[config.mk]
export PLATFORM = sky130hd
export DESIGN_NAME = gps_ca_codegen
export DESIGN_NICKNAME = d
export VERILOG_FILES = /design/src/rtl/gps_ca_codegen.sv
export SDC_FILE = /design/constraint.sdc
export NUM_CORES = 1
export LEC_CHECK = 0
export BUFFER_PORTS_ARGS = -buffer_cell sky130_fd_sc_hd__buf_2
export CAP_MARGIN = 10
export CORE_MARGIN = 4
export CORE_UTILIZATION = 35
export CTS_CLUSTER_SIZE = 30
export DETAILED_ROUTE_END_ITERATION = 10
export REMOVE_ABC_BUFFERS = 1
export SYNTH_ARGS = -nofsm -noshare
export SYNTH_HDL_FRONTEND = slang
export SYNTH_SLANG_ARGS = --single-unit
[constraint.sdc]
create_clock -name gps_clk_fast -period 2.4 [get_ports gps_clk_fast]
set_input_delay 0.12 -clock gps_clk_fast [delete_from_list [all_inputs] [get_ports gps_clk_fast]]
set_output_delay 0.12 -clock gps_clk_fast [all_outputs]
set_load 0.02 [all_outputs]
[src/rtl/gps_ca_codegen.sv]
`default_nettype none
// ============================================================================
// Module      : gps_ca_codegen
// Description : GPS L1 C/A Gold-code generator. Runs on gps_clk_fast and
//               emits one chip every CHIP_DIV clock cycles, giving the
//               1023-chip PRN sequence for SV 1..32. A 1 ms epoch strobe
//               marks chip 0 of every period.
// Revision    : 1.0 - initial release
// ----------------------------------------------------------------------------
// Parameters  : CHIP_DIV    gps_clk_fast cycles per chip (>= 2)
// Ports       : gps_clk_fast  in   clock, all logic on rising edge
//               gps_rst       in   synchronous active-high reset
//               sv_num[5:0]   in   PRN select 1..32, sampled on start
//               start         in   load PRN and begin at chip 0
//               stop          in   halt and return to idle
//               busy          out  high while generating
//               ca_code       out  current chip, held between strobes
//               chip_valid    out  strobe: new ca_code/chip_idx presented
//               chip_idx[9:0] out  index of presented chip 0..1022
//               epoch         out  strobe with chip_valid when chip_idx==0
//               prn_err       out  pulse: start with sv_num outside 1..32
//               epoch_cnt[4:0]out  ms epoch count 0..19  (option only)
//               bit_edge      out  20 ms nav-bit boundary (option only)
// Options     : define GPS_CA_EPOCH_CNT_EN to add epoch_cnt / bit_edge.
// ============================================================================
module gps_ca_codegen #(
    parameter int CHIP_DIV = 10
) (
    input  logic       gps_clk_fast,
    input  logic       gps_rst,
    input  logic [5:0] sv_num,
    input  logic       start,
    input  logic       stop,
    output logic       busy,
    output logic       ca_code,
    output logic       chip_valid,
    output logic [9:0] chip_idx,
    output logic       epoch,
    output logic       prn_err
`ifdef GPS_CA_EPOCH_CNT_EN
    ,
    output logic [4:0] epoch_cnt,
    output logic       bit_edge
`endif
);

    localparam int          c_DIV_W  = (CHIP_DIV > 2) ? $clog2(CHIP_DIV) : 1;
    localparam logic [c_DIV_W-1:0] c_DIV_LAST = c_DIV_W'(CHIP_DIV - 1);
    localparam logic [10:1] c_ONES   = 10'h3FF;
    // Both registers step from all-ones to the same value (each feedback
    // sum of all-ones taps is even), so chip 0 needs no live LFSR state.
    localparam logic [10:1] c_STEP1  = 10'h3FE;
    localparam logic [9:0]  c_LAST_CHIP = 10'd1022;

    typedef enum logic [0:0] {
        S_IDLE = 1'b0,
        S_RUN  = 1'b1
    } state_t;

    state_t              r_state;
    logic [10:1]         r_g1;
    logic [10:1]         r_g2;
    logic [3:0]          r_tap_a;
    logic [3:0]          r_tap_b;
    logic [c_DIV_W-1:0]  r_div;

    logic                w_sv_ok;
    logic                w_load;
    logic [7:0]          w_taps;
    logic                w_chip;
    logic [10:1]         w_g1_next;
    logic [10:1]         w_g2_next;

    // G2 phase-select tap pairs (a,b) for PRN 1..32.
    function automatic logic [7:0] tap_pair(input logic [5:0] prn);
        case (prn)
            6'd1:    tap_pair = {4'd2, 4'd6};
            6'd2:    tap_pair = {4'd3, 4'd7};
            6'd3:    tap_pair = {4'd4, 4'd8};
            6'd4:    tap_pair = {4'd5, 4'd9};
            6'd5:    tap_pair = {4'd1, 4'd9};
            6'd6:    tap_pair = {4'd2, 4'd10};
            6'd7:    tap_pair = {4'd1, 4'd8};
            6'd8:    tap_pair = {4'd2, 4'd9};
            6'd9:    tap_pair = {4'd3, 4'd10};
            6'd10:   tap_pair = {4'd2, 4'd3};
            6'd11:   tap_pair = {4'd3, 4'd4};
            6'd12:   tap_pair = {4'd5, 4'd6};
            6'd13:   tap_pair = {4'd6, 4'd7};
            6'd14:   tap_pair = {4'd7, 4'd8};
            6'd15:   tap_pair = {4'd8, 4'd9};
            6'd16:   tap_pair = {4'd9, 4'd10};
            6'd17:   tap_pair = {4'd1, 4'd4};
            6'd18:   tap_pair = {4'd2, 4'd5};
            6'd19:   tap_pair = {4'd3, 4'd6};
            6'd20:   tap_pair = {4'd4, 4'd7};
            6'd21:   tap_pair = {4'd5, 4'd8};
            6'd22:   tap_pair = {4'd6, 4'd9};
            6'd23:   tap_pair = {4'd1, 4'd3};
            6'd24:   tap_pair = {4'd4, 4'd6};
            6'd25:   tap_pair = {4'd5, 4'd7};
            6'd26:   tap_pair = {4'd6, 4'd8};
            6'd27:   tap_pair = {4'd7, 4'd9};
            6'd28:   tap_pair = {4'd8, 4'd10};
            6'd29:   tap_pair = {4'd1, 4'd6};
            6'd30:   tap_pair = {4'd2, 4'd7};
            6'd31:   tap_pair = {4'd3, 4'd8};
            6'd32:   tap_pair = {4'd4, 4'd9};
            default: tap_pair = {4'd2, 4'd6};   // never latched: load is gated by w_sv_ok
        endcase
    endfunction

    assign w_sv_ok = (sv_num != 6'd0) && (sv_num <= 6'd32);
    // stop outranks start in every state
    assign w_load  = start && !stop && w_sv_ok;
    assign w_taps  = tap_pair(sv_num);

    assign w_chip    = r_g1[10] ^ r_g2[r_tap_a] ^ r_g2[r_tap_b];
    assign w_g1_next = {r_g1[9:1], r_g1[3] ^ r_g1[10]};
    assign w_g2_next = {r_g2[9:1], r_g2[2] ^ r_g2[3] ^ r_g2[6] ^ r_g2[8] ^ r_g2[9] ^ r_g2[10]};

    assign busy = (r_state == S_RUN);

    always_ff @(posedge gps_clk_fast) begin
        if (gps_rst) begin
            r_state    <= S_IDLE;
            r_g1       <= c_ONES;
            r_g2       <= c_ONES;
            r_tap_a    <= 4'd2;
            r_tap_b    <= 4'd6;
            r_div      <= '0;
            ca_code    <= 1'b0;
            chip_valid <= 1'b0;
            chip_idx   <= 10'd0;
            epoch      <= 1'b0;
            prn_err    <= 1'b0;
`ifdef GPS_CA_EPOCH_CNT_EN
            epoch_cnt  <= 5'd0;
            bit_edge   <= 1'b0;
`endif
        end else begin
            chip_valid <= 1'b0;
            epoch      <= 1'b0;
            prn_err    <= start && !stop && !w_sv_ok;
`ifdef GPS_CA_EPOCH_CNT_EN
            bit_edge   <= 1'b0;
`endif
            if (w_load) begin
                // (Re)start: present chip 0 next cycle, LFSRs already one step on.
                r_state    <= S_RUN;
                r_tap_a    <= w_taps[7:4];
                r_tap_b    <= w_taps[3:0];
                r_g1       <= c_STEP1;
                r_g2       <= c_STEP1;
                r_div      <= '0;
                ca_code    <= 1'b1;
                chip_valid <= 1'b1;
                chip_idx   <= 10'd0;
                epoch      <= 1'b1;
`ifdef GPS_CA_EPOCH_CNT_EN
                epoch_cnt  <= 5'd0;
                bit_edge   <= 1'b1;
`endif
            end else if (r_state == S_RUN) begin
                if (stop) begin
                    r_state <= S_IDLE;
                end else if (r_div == c_DIV_LAST) begin
                    r_div      <= '0;
                    chip_valid <= 1'b1;
                    if (chip_idx == c_LAST_CHIP) begin
                        // Period boundary: reload rather than trust free-running alignment.
                        chip_idx <= 10'd0;
                        ca_code  <= 1'b1;
                        r_g1     <= c_STEP1;
                        r_g2     <= c_STEP1;
                        epoch    <= 1'b1;
`ifdef GPS_CA_EPOCH_CNT_EN
                        epoch_cnt <= (epoch_cnt == 5'd19) ? 5'd0 : epoch_cnt + 5'd1;
                        bit_edge  <= (epoch_cnt == 5'd19);
`endif
                    end else begin
                        chip_idx <= chip_idx + 10'd1;
                        ca_code  <= w_chip;
                        r_g1     <= w_g1_next;
                        r_g2     <= w_g2_next;
                    end
                end else begin
                    r_div <= r_div + c_DIV_W'(1);
                end
            end
        end
    end

endmodule
`default_nettype wire
==> metrics.md, run 1 <==
| Metric | Value |
|---|---|
| Sw frac | `0.263` |
| First-pass GRT wire length | `approximately 10000 um` |
| Fin. Hold Viols | `0` |
| Post-Place Setup Slack | `around 220 ps` |
| Total Power | `between 1 and 1.5 mW` |
| WL per Instance | `approximately 13 um` |
| RSZ-0062 raised after global routing | `no` |
| WS Path Type | `reg -> reg` |
| TritonCTS clock tree | `done` |
| Total wire length | `5650 um` |
| Average cell area after synthesis | `8.02 sq um` |
| Clock power frac | `0.322` |
| Final instance area | `2880 sq um` |
| FILL cells | `between 700 and 800` |
| Min-delay src | `gps_rst` |
| Leakage Power | `roughly 1.2 nW` |
| Final Hold Slack | `170 ps` |
| Worst r2r src | `r_tap_a[1]` |
| Clock transition at path regs | `roughly 90 ps` |
| R2R depth | `6` |
| DRC Markers | `0` |
| Seq cells post-synth | `47` |
| Min-Delay Path Depth | `2` |
| Clock latency at the later pin of the worst-skew pair | `about 300 ps` |
| Worst R2R Setup Slack | `490 ps` |
| DPL Wire Length | `around 4000 um` |
| Hold EP | `r_tap_a[3]` |
| Post-DP Area | `2800 sq um` |
| Worst setup EP type | `register` |
| CTS root buf | `clkbuf_8` |
| Most common cell after layout, fill and taps aside | `nand2_1` |
| Initial DRC count | `~120` |
| NetSw | `around 0.38 mW` |
| Register area | `approximately 940 sq um` |
| Max_cap viols | `0` |
| Total congestion overflow | `0` |
| Core Box Area | `roughly 7300 sq um` |
| Total GRT Usage | `0.134` |
| Vias per cell | `slightly below 5` |
| Worst EP arrival | `between 2000 and 2500 ps` |
| Cells after Synth | `between 300 and 400` |
| Worst VDD drop | `between 150 and 200 uV` |
| Placer Congestion | `about 0.8` |
| Final setup fails | `0` |
| Area of the multi-input gates | `~1500 sq um` |
| Dominant synthesized flop cell | `dfxtp_1` |
| Gate power share | `0.119` |
| Post-DRT Antenna Nets | `0` |
| Ys async rst share | `0` |
| Fin crit share | `0.797` |
| Die W | `approximately 95 um` |
| Syn-to-layout area delta | `9.98%` |
| Yosys warnings | `0` |
| Max Root-Sink Buffers | `2` |
| Placed Cells | `between 400 and 500` |
| Status | `complete, no violations` |
| Starting density of the core | `0.361` |
| H-tree lvl count | `2` |
| Hold Path Class | `in -> reg` |
| Worst Skew | `~7.5 ps` |
| Cts bufs inserted | `5` |
| Core Util, Final | `0.397` |
| Crit Path Max Fanout | `6` |
| Post-cts sizing count | `0` |
| Int Power | `approximately 1.1 mW` |
| Vias in the first global route | `between 2000 and 2500` |
| CP Launch Type | `register` |
| Endpoint of the worst register-to-register path | `ca_code` |
| Io pins | `25` |
| Initial antenna violation count | `0` |
| FP Rows | `31` |
| Fin. max-slew vios | `0` |
| Fin worst setup slack | `a little under 500 ps` |
| Seq/Total Area, Yosys | `0.359` |
| Final layout net count | `358` |
| Synthesized area | `between 2000 and 3000 sq um` |
| Most frequent cells in the layout | `nand2_1, dfxtp_1, nor2_1` |
| Fmax | `about 0.52 GHz` |
| Seq pwr share | `0.559` |
| Final Non-Filler Cells | `approximately 440` |
| Number of port buffers | `24` |
| EDFF count, synth | `0` |
| Post-CTS Setup Inserts | `0` |
| Largest net degree at the start of global routing | `29` |
| Antenna diodes | `0` |
| Setup tns final | `0 ps` |
| WP data required | `2610 ps` |
| Shortest period the worst path allows | `between 1500 and 2000 ps` |
| Cts hold-fix bufs | `0` |
| Die H | `approximately 95 um` |
| Slew HR | `0.654` |
| Die Area | `8940 sq um` |
| Pwr Density | `approximately 500 nW/um^2` |
| Worst slew pin tran | `519 ps` |
| Layout cell share with drive strength beyond 1 | `0.126` |
| # clock sinks | `47` |
| Synth unique cells | `46` |
| Pre-antenna DRT Iters | `4` |
| Routed via count | `around 2200` |
## metal layers
layer / track usage / vias up / part of all wire
met5: 0 / - / 0
met4: 0.0373 / 0 / 0.0060
met3: 0.0215 / 2 / 0.023
met2: 0.212 / 26 / 0.45
met1: 0.190 / 1003 / 0.52
li1: - / 1149 / -
## synthesized netlist by cell type (2+ instances only)
library cell	n	area, sq um
a211oi_1	9	67.6
o21ai_0	11	55.1
o22ai_1	2	12.5
xor2_1	9	78.8
nand3b_1	4	30.0
a311oi_1	2	17.5
inv_1	11	41.3
ha_1	7	87.6
nand3_1	22	110
a31oi_1	2	12.5
buf_2	8	40.0
a21o_1	3	22.5
nand4_1	2	12.5
buf_1	2	7.51
dfxtp_1	47	941
nand2b_1	5	31.3
o22a_1	3	26.3
clkbuf_1	11	41.3
nor2b_1	7	43.8
nor3_1	7	35.0
o21a_1	2	15.0
o211ai_1	3	22.5
a22o_1	3	26.3
or3_1	2	12.5
nor2_1	35	131
xnor2_1	14	123
a21oi_1	17	85.1
nand2_1	51	191
mux2i_1	7	70.1
and4_1	2	17.5
buf_6	2	22.5
## registers in the layout, indices dropped and copies added (netlist names), 4 cells and up
signal,cells
chip_idx,10
r_g2,10
r_tap_b,4
r_div,4
r_tap_a,4
r_g1,10
## logic make-up after synthesis
group,synth area share
AO/OA/AOI/OAI,0.167
XOR/XNOR,0.0769
adder cells (fa/ha/maj),0.0334
buffers and inverters,0.0582
flip-flops,0.359
multiplexers,0.0496
AND/OR/NAND/NOR,0.256
## critical path: stages, from the launching register on
cell	delay, ps
dfxtp_1	460
mux2_2	360
a221oi_1	300
o32ai_2	150
xor2_1	160
xnor2_1	140
a311oi_1	250
## worst max path at each step
| stage | slack (ps) | start | endpoint | cells past startpoint |
|---|---|---|---|---|
| 5_1_grt | 270 | r_div[3] | chip_idx[7] | 6 |
| 2_1_floorplan | 220 | busy | chip_idx[7] | 6 |
| 3_5_place_dp | 220 | sv_num[0] | r_g2[3] | 9 |
| 3_3_place_gp | 300 | sv_num[0] | chip_idx[2] | 9 |
| 4_1_cts | 470 | r_div[3] | chip_idx[7] | 6 |
| 6_report | 490 | r_tap_a[1] | ca_code | 6 |
## power by group through the flow
stage	Combinational, mW	Clock, mW	Sequential (mW)
global placement	0.170	0	0.822
floorplan	0.103	0	0.821
global route	0.192	0.506	0.806
finish	0.171	0.463	0.804
CTS	0.172	0.473	0.803
detailed placement	0.171	0	0.822
## cell type report
type,count,share of cell area
Multi-Input combinational cell,246,0.530
Sequential cell,47,0.326
Clock buffer,5,0.0239
Inverter,11,0.0143
Timing Repair Buffer,30,0.0573
Tap cell,99,0.0430
Clock inverter,3,0.00521
(Power assumes the default switching activity.)
==> run 2, diff against run 1 <==
--- a/config.mk
+++ b/config.mk
@@ -5,6 +5,7 @@
 export SDC_FILE = /design/constraint.sdc
 export NUM_CORES = 1
 export LEC_CHECK = 0
+export ABC_AREA = 1
 export BUFFER_PORTS_ARGS = -buffer_cell sky130_fd_sc_hd__buf_2
 export CAP_MARGIN = 10
 export CORE_MARGIN = 4
==> constraint.sdc (replaced) <==
create_clock -name gps_clk_fast -period 1.55 [get_ports gps_clk_fast]
set_input_delay 0.0775 -clock gps_clk_fast [delete_from_list [all_inputs] [get_ports gps_clk_fast]]
set_output_delay 0.0775 -clock gps_clk_fast [all_outputs]
set_load 0.02 [all_outputs]
==> run 2 against run 1 <==
  * Fmax is 31% higher
  * Synthesized area increased by 1.7%
  * Clock power rose by 74%
  * Non-clock buffer count up 21
  * Critical endpoint is now chip_idx[7]
  * Largest cell class unchanged
==> metrics.md, run 2 <==
| Metric | Value |
|---|---|
| Vias per cell | `4.89 (-1.1%)` |
| Final setup fails | `0 (unchanged)` |
| Fmax | `0.683 GHz (+31%)` |
| Fin. Hold Viols | `0 (unchanged)` |
| Die W | `95.3 um (+0.76%)` |
| Slew HR | `0.805 (+0.151)` |
| FP Rows | `31 (unchanged)` |
| Crit path buffers/inverters | `2 (+2)` |
| Max Root-Sink Buffers | `2 (unchanged)` |
| Average cell area after synthesis | `6.96 sq um (-13%)` |
| Cts bufs inserted | `5 (unchanged)` |
| Ys async rst share | `0 (unchanged)` |
| Hold Path Class | `in -> reg` |
| R2R depth | `8 (+2)` |
| CP Launch Type | `register` |
| Io pins | `25 (unchanged)` |
| Max_cap viols | `0 (unchanged)` |
| Leakage Power | `1.45 nW (+22%)` |
| Crit Path Max Fanout | `5 (-1)` |
| FILL cells | `756 (+0.93%)` |
| CTS root buf | `clkbuf_8` |
| Final Non-Filler Cells | `533 (+21%)` |
| Routed via count | `2605 (+19%)` |
| Synth unique cells | `38 (-17%)` |
| Largest net degree at the start of global routing | `27 (-6.9%)` |
| Total wire length | `6300 um (+12%)` |
| Number of port buffers | `24 (unchanged)` |
| Core Box Area | `7330 sq um (+1.1%)` |
| Top cell type's share of synthesized area | `0.353 (-0.00590)` |
| Dominant synthesized flop cell | `dfxtp_1` |
| Synth cell count leaders | `nand2_1, dfxtp_1, inv_1` |
| Worst slew pin tran | `293 ps (-226 ps)` |
| Pwr Density | `718 nW/um^2 (+44%)` |
| Count leader, synth | `nand2_1` |
| DPL Wire Length | `4840 um (+20%)` |
| Placer Congestion | `0.885 (+14%)` |
| TritonCTS clock tree | `done` |
| Worst VDD drop | `384 uV (+110%)` |
| Synth top area cells | `dfxtp_1, nand2_1, nand3_1` |
| Worst EP arrival | `1660 ps (-460 ps)` |
| Synthesized area | `2670 sq um (+1.7%)` |
| Total congestion overflow | `0 (unchanged)` |
| Shortest period the worst path allows | `1470 ps (-448 ps)` |
| First-pass GRT wire length | `10500 um (+7.8%)` |
| Crit-path slowest cell | `dfxtp_1` |
| Layout cell share with drive strength beyond 1 | `0.221 (+0.0955)` |
| Fin. max-slew vios | `0 (unchanged)` |
| Antenna diodes | `0 (unchanged)` |
| Status | `complete, no violations` |
| Clock latency at the later pin of the worst-skew pair | `300 ps (about the same)` |
| Clock transition at path regs | `90 ps (about the same)` |
| WS Path Type | `reg -> reg` |
| Most frequent cells in the layout | `nand2_1, dfxtp_1, inv_1` |
| Seq cells post-synth | `47 (unchanged)` |
| Levels on crit path | `8 (+2)` |
| Die H | `95.3 um (+0.76%)` |
| Crit-path max cell delay | `390 ps (-70 ps)` |
| Setup tns final | `0 ps (unchanged)` |
| Final layout net count | `450 (+26%)` |
| Crit-path leading delay family | `simple AND/OR/NAND/NOR gates` |
| Fin crit share | `0.945 (+0.148)` |
| Cts hold-fix bufs | `0 (unchanged)` |
| Post-DRT Antenna Nets | `0 (unchanged)` |
| Yosys warnings | `0 (unchanged)` |
| # clock sinks | `47 (unchanged)` |
| Starting density of the core | `0.364 (+0.00215)` |
| Total GRT Usage | `0.143 (+0.00840)` |
| Most common cell after layout, fill and taps aside | `nand2_1` |
| EDFF count, synth | `0 (unchanged)` |
| Pre-antenna DRT Iters | `4 (unchanged)` |
| Syn-to-layout area delta | `20.7%` |
| CP cell instances | `nand2_2 -> nor2_2 -> nand3_1 -> inv_1 -> nand2_1 -> nand2_4 -> buf_4 -> nor2_1` |
| Min-Delay Path Depth | `2 (unchanged)` |
| Leading area contributor after synthesis | `dfxtp_1` |
| Initial antenna violation count | `0 (unchanged)` |
| WP data required | `1740 ps (-870 ps)` |
| Worst setup EP type | `register` |
| DRC Markers | `0 (unchanged)` |
| Vias in the first global route | `2342 (+15%)` |
| Largest registers | `chip_idx x10, r_g1 x10, r_g2 x10` |
| WL per Instance | `11.8 um (-7.7%)` |
| Seq/Total Area, Yosys | `0.353 (-0.00590)` |
| Die Area | `9070 sq um (+1.5%)` |
| Placed Cells | `523 (+21%)` |
| Initial DRC count | `136 (+14%)` |
| Cells after Synth | `383 (+17%)` |
| H-tree lvl count | `2 (unchanged)` |
| Worst Skew | `8.09 ps (+0.544 ps)` |
[run 2: changes by cell type in the layout (fill, tap and decap cells not counted), sizes merged, moves of 7 or more]
cell,previous run,this run
nor2b,7,0
xnor2,14,5
buf,30,51
o211ai,3,15
mux2i,7,0
nand3,22,41
a211oi,9,0
inv,11,44
nand2,51,118
[run 2: area by class of cell]
class | instances | area [sq um] | share of cell area
multi-input combinational | 283 | 1540 | 0.478
sequential | 47 | 943 | 0.293
timing repair buffer | 51 | 334 | 0.104
inverter | 45 | 174 | 0.0541
tap | 99 | 124 | 0.0385
clock buffer | 7 | 96.3 | 0.0300
clock inverter | 1 | 7.51 | 0.00233
[run 2: logic make-up after synthesis]
| family | share of synthesized area |
|---|---|
| simple gates | 0.369 |
| compound gates | 0.129 |
| buf+inv | 0.0840 |
| flops | 0.353 |
| xor+xnor | 0.0329 |
| fa+ha+maj | 0.0329 |
[run 2: worst paths after layout]
path         slack, ps        start           to
max                 80  chip_idx[5]  chip_idx[7]
min                 20      gps_rst         busy
max reg2reg         80  chip_idx[5]  chip_idx[7]
min reg2reg        490      r_g1[7]      r_g1[8]
[run 2: power breakdown]
| group | internal [mW] | switching, mW |
|---|---|---|
| clock network | 0.406 | 0.400 |
| logic | 0.0986 | 0.168 |
| registers | 1.22 | 0.0127 |
| total | 1.73 | 0.581 |
[run 2: layer usage]
| metal | GRT usage | part of all wire | wire (um) |
|---|---|---|---|
| met5 | 0 | 0 | 0 |
| met4 | 0.0469 | 0.013 | 82 |
| met3 | 0.0292 | 0.040 | 254 |
| met2 | 0.220 | 0.46 | 2870 |
| met1 | 0.198 | 0.49 | 3090 |
[run 2: through the flow]
stage	power [mW]	hold slack, ps	area [sq um]	setup slack (ps)	utilization
2_1_floorplan	1.43	147	2610	-716	-
3_3_place_gp	1.52	342	3040	41.4	0.415
3_5_place_dp	1.53	340	3040	-35.9	0.415
4_1_cts	2.33	12.8	3150	32.7	0.429
5_1_grt	2.41	22.4	3220	-16.1	0.439
6_report	2.31	23.4	3220	84.8	0.439
[run 2: worst register-to-register path, stage by stage, from the launching register on]
cell and delay, ps:
dfxtp_1 390, nand2_2 120, nor2_2 170, nand3_1 120, inv_1 140, nand2_1 120
nand2_4 120, buf_4 140, nor2_1 50
[run 2: repair_timing]
item,4_1_cts,5_1_grt
buffers inserted,0,2
endpoints found under the setup margin,0,16
resized for setup,0,15
